===== config.mk =====
export PLATFORM = sky130hd
export DESIGN_NAME = shifter_pipe
export DESIGN_NICKNAME = d
export VERILOG_FILES = /design/src/rtl/shifter_pkg.sv /design/src/rtl/shift_stage.sv /design/src/rtl/shifter_pipe.sv
export SDC_FILE = /design/constraint.sdc
export NUM_CORES = 1
export LEC_CHECK = 0
export ABC_AREA = 1
export CAP_MARGIN = 20
export CORE_MARGIN = 2
export CORE_UTILIZATION = 35
export DETAILED_ROUTE_END_ITERATION = 10
export HOLD_SLACK_MARGIN = 0.03
export SLEW_MARGIN = 20
export SYNTH_ARGS = -nofsm -noshare
export SYNTH_HDL_FRONTEND = slang
export SYNTH_SLANG_ARGS = --single-unit

===== constraint.sdc =====
create_clock -name clk -period 5.2 [get_ports clk]
set_clock_uncertainty 0.15 [all_clocks]
set_input_delay 0.78 -clock clk [delete_from_list [all_inputs] [get_ports clk]]
set_output_delay 0.78 -clock clk [all_outputs]
set_load 0.01 [all_outputs]

===== src/rtl/shifter_pkg.sv =====
// Shared op codes and helpers for the pipelined barrel shifter.
// Reserved op codes pass data through unshifted and raise an error flag.
package shifter_pkg;

  localparam int MAX_WIDTH = 64;

  localparam logic [2:0] OP_ROL = 3'b000;
  localparam logic [2:0] OP_SLL = 3'b001;
  localparam logic [2:0] OP_SRA = 3'b010;
  localparam logic [2:0] OP_SRL = 3'b011;
  localparam logic [2:0] OP_ROR = 3'b100;

  function automatic logic op_is_reserved(input logic [2:0] op);
    return op > OP_ROR;
  endfunction

endpackage


===== src/rtl/shift_stage.sv =====
// One barrel-shifter row: conditional shift by AMT for all five ops.
// Purely combinational, zero latency, no handshake of its own.
module shift_stage
  import shifter_pkg::*;
#(
  parameter int WIDTH = 16,
  parameter int AMT   = 1
) (
  input  logic             en,
  input  logic [2:0]       op,
  input  logic [WIDTH-1:0] din,
  output logic [WIDTH-1:0] dout
);

  // SRA fills from the current MSB; earlier SRA rows preserve it, so this is the original sign.
  always_comb begin
    dout = din;
    if (en) begin
      case (op)
        OP_ROL:  dout = {din[WIDTH-AMT-1:0], din[WIDTH-1:WIDTH-AMT]};
        OP_SLL:  dout = {din[WIDTH-AMT-1:0], {AMT{1'b0}}};
        OP_SRA:  dout = {{AMT{din[WIDTH-1]}}, din[WIDTH-1:AMT]};
        OP_SRL:  dout = {{AMT{1'b0}}, din[WIDTH-1:AMT]};
        OP_ROR:  dout = {din[AMT-1:0], din[WIDTH-1:AMT]};
        default: dout = din;
      endcase
    end
  end

endmodule


===== src/rtl/shifter_pipe.sv =====
// Pipelined barrel shifter, LOG2W cycles accept-to-result, one result per cycle.
// Per-stage valid/ready: bubbles collapse, in_ready drops only when every stage holds an entry.
module shifter_pipe
  import shifter_pkg::*;
#(
  parameter int WIDTH = 16,
  localparam int LOG2W = $clog2(WIDTH),
  parameter int TAG_W = 4
) (
  input  logic             clk,
  input  logic             rst,
  input  logic             flush,
  input  logic             in_valid,
  output logic             in_ready,
  input  logic [WIDTH-1:0] in_data,
  input  logic [LOG2W-1:0] in_cnt,
  input  logic [2:0]       in_op,
  input  logic [TAG_W-1:0] in_tag,
  output logic             out_valid,
  input  logic             out_ready,
  output logic [WIDTH-1:0] out_data,
  output logic [TAG_W-1:0] out_tag,
  output logic             out_err
);

  logic [LOG2W-1:0] vld_q;
  logic [LOG2W-1:0] err_q;
  logic [WIDTH-1:0] dat_q [LOG2W];
  logic [TAG_W-1:0] tag_q [LOG2W];
  // The last stage needs no count/op: its shift is already applied.
  logic [LOG2W-1:0] cnt_q [LOG2W-1];
  logic [2:0]       op_q  [LOG2W-1];

  logic [LOG2W-1:0] rdy;
  logic [LOG2W-1:0] src_vld;
  logic [LOG2W-1:0] src_err;
  logic [WIDTH-1:0] src_dat [LOG2W];
  logic [TAG_W-1:0] src_tag [LOG2W];
  logic [LOG2W-1:0] src_cnt [LOG2W];
  logic [2:0]       src_op  [LOG2W];
  logic [WIDTH-1:0] sh_dat  [LOG2W];

  for (genvar k = 0; k < LOG2W; k++) begin : g_stage
    if (k == 0) begin : g_head
      assign src_vld[0] = in_valid;
      assign src_err[0] = op_is_reserved(in_op);
      assign src_dat[0] = in_data;
      assign src_tag[0] = in_tag;
      assign src_cnt[0] = in_cnt;
      assign src_op[0]  = in_op;
    end else begin : g_link
      assign src_vld[k] = vld_q[k-1];
      assign src_err[k] = err_q[k-1];
      assign src_dat[k] = dat_q[k-1];
      assign src_tag[k] = tag_q[k-1];
      assign src_cnt[k] = cnt_q[k-1];
      assign src_op[k]  = op_q[k-1];
    end

    // Unrolled form of ready_k = !valid_k || ready_{k+1}.
    assign rdy[k] = out_ready | ~(&vld_q[LOG2W-1:k]);

    shift_stage #(
      .WIDTH(WIDTH),
      .AMT  (1 << k)
    ) u_shift (
      .en  (src_cnt[k][k]),
      .op  (src_op[k]),
      .din (src_dat[k]),
      .dout(sh_dat[k])
    );
  end

  always_ff @(posedge clk) begin
    if (rst) begin
      vld_q <= '0;
      err_q <= '0;
      for (int k = 0; k < LOG2W; k++) begin
        dat_q[k] <= '0;
        tag_q[k] <= '0;
      end
      for (int k = 0; k < LOG2W - 1; k++) begin
        cnt_q[k] <= '0;
        op_q[k]  <= '0;
      end
    end else begin
      for (int k = 0; k < LOG2W; k++) begin
        if (flush) begin
          vld_q[k] <= 1'b0;
        end else if (rdy[k]) begin
          vld_q[k] <= src_vld[k];
          if (src_vld[k]) begin
            dat_q[k] <= sh_dat[k];
            tag_q[k] <= src_tag[k];
            err_q[k] <= src_err[k];
          end
        end
      end
      for (int k = 0; k < LOG2W - 1; k++) begin
        if (!flush && rdy[k] && src_vld[k]) begin
          cnt_q[k] <= src_cnt[k];
          op_q[k]  <= src_op[k];
        end
      end
    end
  end

  assign in_ready  = rdy[0];
  assign out_valid = vld_q[LOG2W-1];
  assign out_data  = dat_q[LOG2W-1];
  assign out_tag   = tag_q[LOG2W-1];
  assign out_err   = err_q[LOG2W-1];

endmodule


==> summary.txt <==
Run status
  • Status: finished clean

Synthesis
  • Synth top area cells: edfxtp_1 (53%), nor2_1 (11%), nand2_1 (9.8%)
  • Synth Cell Area: approximately 0.0054 mm^2
  • Syn nets: 687
  • Biggest area consumer among synthesized cells: edfxtp_1
  • Cells after Synth: roughly 660
  • Number of flops mapped to enable cells by yosys: 95
  • Main flop type after synthesis: edfxtp_1
  • Ys async rst share: 0%
  • Synth warn: 0
  • Top-count cell post-synth: nor2_1
  • Avg Cell Area, Syn: just over 8 um^2
  • FF+latch count, synth: 103
  • Synth cell count leaders: nor2_1 (156), nand2_1 (140), inv_1 (99)
  • Share of the synthesized area in the top cell type: between 50 and 60%
  • Synth unique cells: 24
  • Sequential element share of the synthesized area: between 50% and 60%

Timing
  • Final setup viols: 0
  • Crit path time final: slightly below 3 ns
  • Unrepaired setup endpoints after global routing: no
  • Setup TNS Final: 0 ns
  • F_max: roughly 0.34 GHz
  • Slew margin rel.: a little over a third
  • Fin. Hold Viols: 0
  • Hold slack: approximately 0.33 ns
  • Fin crit share: a little under three fifths
  • Fin. max-slew vios: 0
  • Worst slew pin tran: approximately 0.96 ns

Clocking
  • CTS tree: yes
  • CTS buffer count: 9
  • Post-CTS Setup Repair Bufs: 0
  • Worst-Skew Late Latency: between 0.3 and 0.4 ns
  • Post-cts sizing count: 0
  • CTS sink cnt: ~100
  • Hold buffer count at cts: 0
  • H-tree levels: 3
  • Clock-pin slew on the worst setup and hold paths: approximately 0.06 ns
  • Root Driver: clkbuf_16
  • Clk buf depth: 2

Pwr
  • Worst VDD drop: between 0.15 and 0.2 mV
  • Pleak: between 2 and 3 nW
  • PwrDens: around 290 mW/mm^2

Die
  • Initial Util: roughly 36%
  • Die Span X: about 130 um
  • Die Y: roughly 130 um
  • Core Rows: 45
  • IO Pins: between 50 and 60
  • Core area: ~0.015 mm^2
  • Die ar.: between 0.015 and 0.02 mm^2

Global routing
  • First-pass GRT wire length: between 15,000 and 20,000 um
  • Largest net degree at the start of global routing: 33
  • Total track usage: ~14%
  • Vias in the first global route: 3,896
  • Remaining Overflow, GRT: 0
  • Antenna violations before repair: 0

Finish
  • Filler cells: 1,435
  • Post-Route Utilization: about two fifths
  • N_diodes: 0
  • Fin nets: approximately 740
  • Ratio of cells with drive above 1 in the final layout: between 4 and 5%
  • Layout area overhead: 18.0%

Route
  • Final wirelength: around 11,000 um
  • Drt drc: 0
  • Post-DRT Antenna Nets: 0
  • Vias per cell: roughly 4.6
  • DR pass1 iterations: 5
  • Wire per inst: 12.0 um
  • Initial DRC Count: 300
  • Via Count: roughly 4,100

Hold path
  • Hold crit path type: flop to flop

Placement
  • Routability Congestion: between 0.8 and 0.9
  • Post-DP HPWL: 8260 um
  • Number of port buffers: 54

Setup path
  • Data arrival, critical path: ~2 ns
  • WP data required: 4.27 ns
  • Critical path class: input pin to primary output
  • CP Max Fanout: 4
  • CP startpoint kind: input pin
  • CP Capture Type: primary output

Flow run
  • Max-cap violations: 0
[layout by cell type, fill, tap and decap left out]
cell type,Yosys,final
dfxtp_1,8,8
clkbuf_8,0,2
a21oi_1,36,36
nand3b_1,1,1
nand3_1,27,27
inv_2,2,2
o21ai_2,1,1
nor2_1,156,155
nor2_4,7,7
clkdlybuf4s50_1,0,54
o21ai_0,52,52
inv_1,99,99
buf_4,4,1
clkinvlp_4,0,1
nand4_1,2,2
edfxtp_1,95,95
o22ai_1,1,1
nor2_2,5,6
clkinv_1,0,1
nand2_2,2,2
nand3_2,1,1
clkbuf_1,2,2
nand2_1,140,140
inv_4,1,1
clkbuf_16,0,9
bufinv_16,0,1
nand3_4,1,1
[cell type report]
type,instances,area (um^2),share of cell area [%]
sequential,103,3010,47.4
multi-input combinational,432,1870,29.5
timing repair buffer,55,548,8.62
inverter,102,385,6.06
clock buffer,13,260,4.09
tap,188,235,3.70
clock inverter,3,41.3,0.649
[sequential cells by signal, summed over array words and instances, names as in the netlist]
signal	cells
cnt_q	6
dat_q	64
err_q	4
op_q	9
tag_q	16
vld_q	4
[worst max-delay path: stages]
cell and delay [ns]:
clkdlybuf4s50_1 0.45, inv_1 0.08, nand2_2 0.13, clkdlybuf4s50_1 0.55
[per-stage QoR]
stage / setup slack [ns] / power (mW) / instances / cell area (um^2)
after global placement: 2.28 / 1.18 / 880 / 6050
after detailed placement: 2.23 / 1.19 / 880 / 6060
after CTS: 2.28 / 1.85 / 896 / 6360
after global routing: 2.24 / 1.92 / 896 / 6360
final: 2.28 / 1.84 / 896 / 6360
after floorplan: 3.02 / 1.12 / 655 / 5390
[report_power, final]
group | switching [mW] | total (mW) | internal (mW)
Sequential | 0.0258 | 0.973 | 0.947
Combinational | 0.126 | 0.196 | 0.0701
Clock | 0.271 | 0.669 | 0.398
[layer usage]
layer  routed length, um  vias up  global-route usage, %
li1                    -     2174                      -
met1                4890     1835                   16.3
met2                5300       94                   25.2
met3                 430       17                   3.71
met4                 158        0                   3.75
met5                   0        -                      0
[cells by family after synthesis]
kind of cell | after synthesis | share of synthesized area (%)
flip-flops | 103 | 55.9
AND/OR/NAND/NOR | 342 | 26.3
AO/OA/AOI/OAI | 90 | 8.46
buffers and inverters | 120 | 9.31
[worst paths after layout]
check / startpoint / to / slack (ns) / depth (start not counted)
setup / recovery: out_ready / in_ready / 2.28 / 4
hold / removal: err_q[2] / err_q[2] / 0.33 / 2
setup reg to reg: op_q[0][1] / dat_q[1][14] / 2.89 / 6
hold reg to reg: err_q[2] / err_q[2] / 0.33 / 2
(Power assumes the default switching activity.)
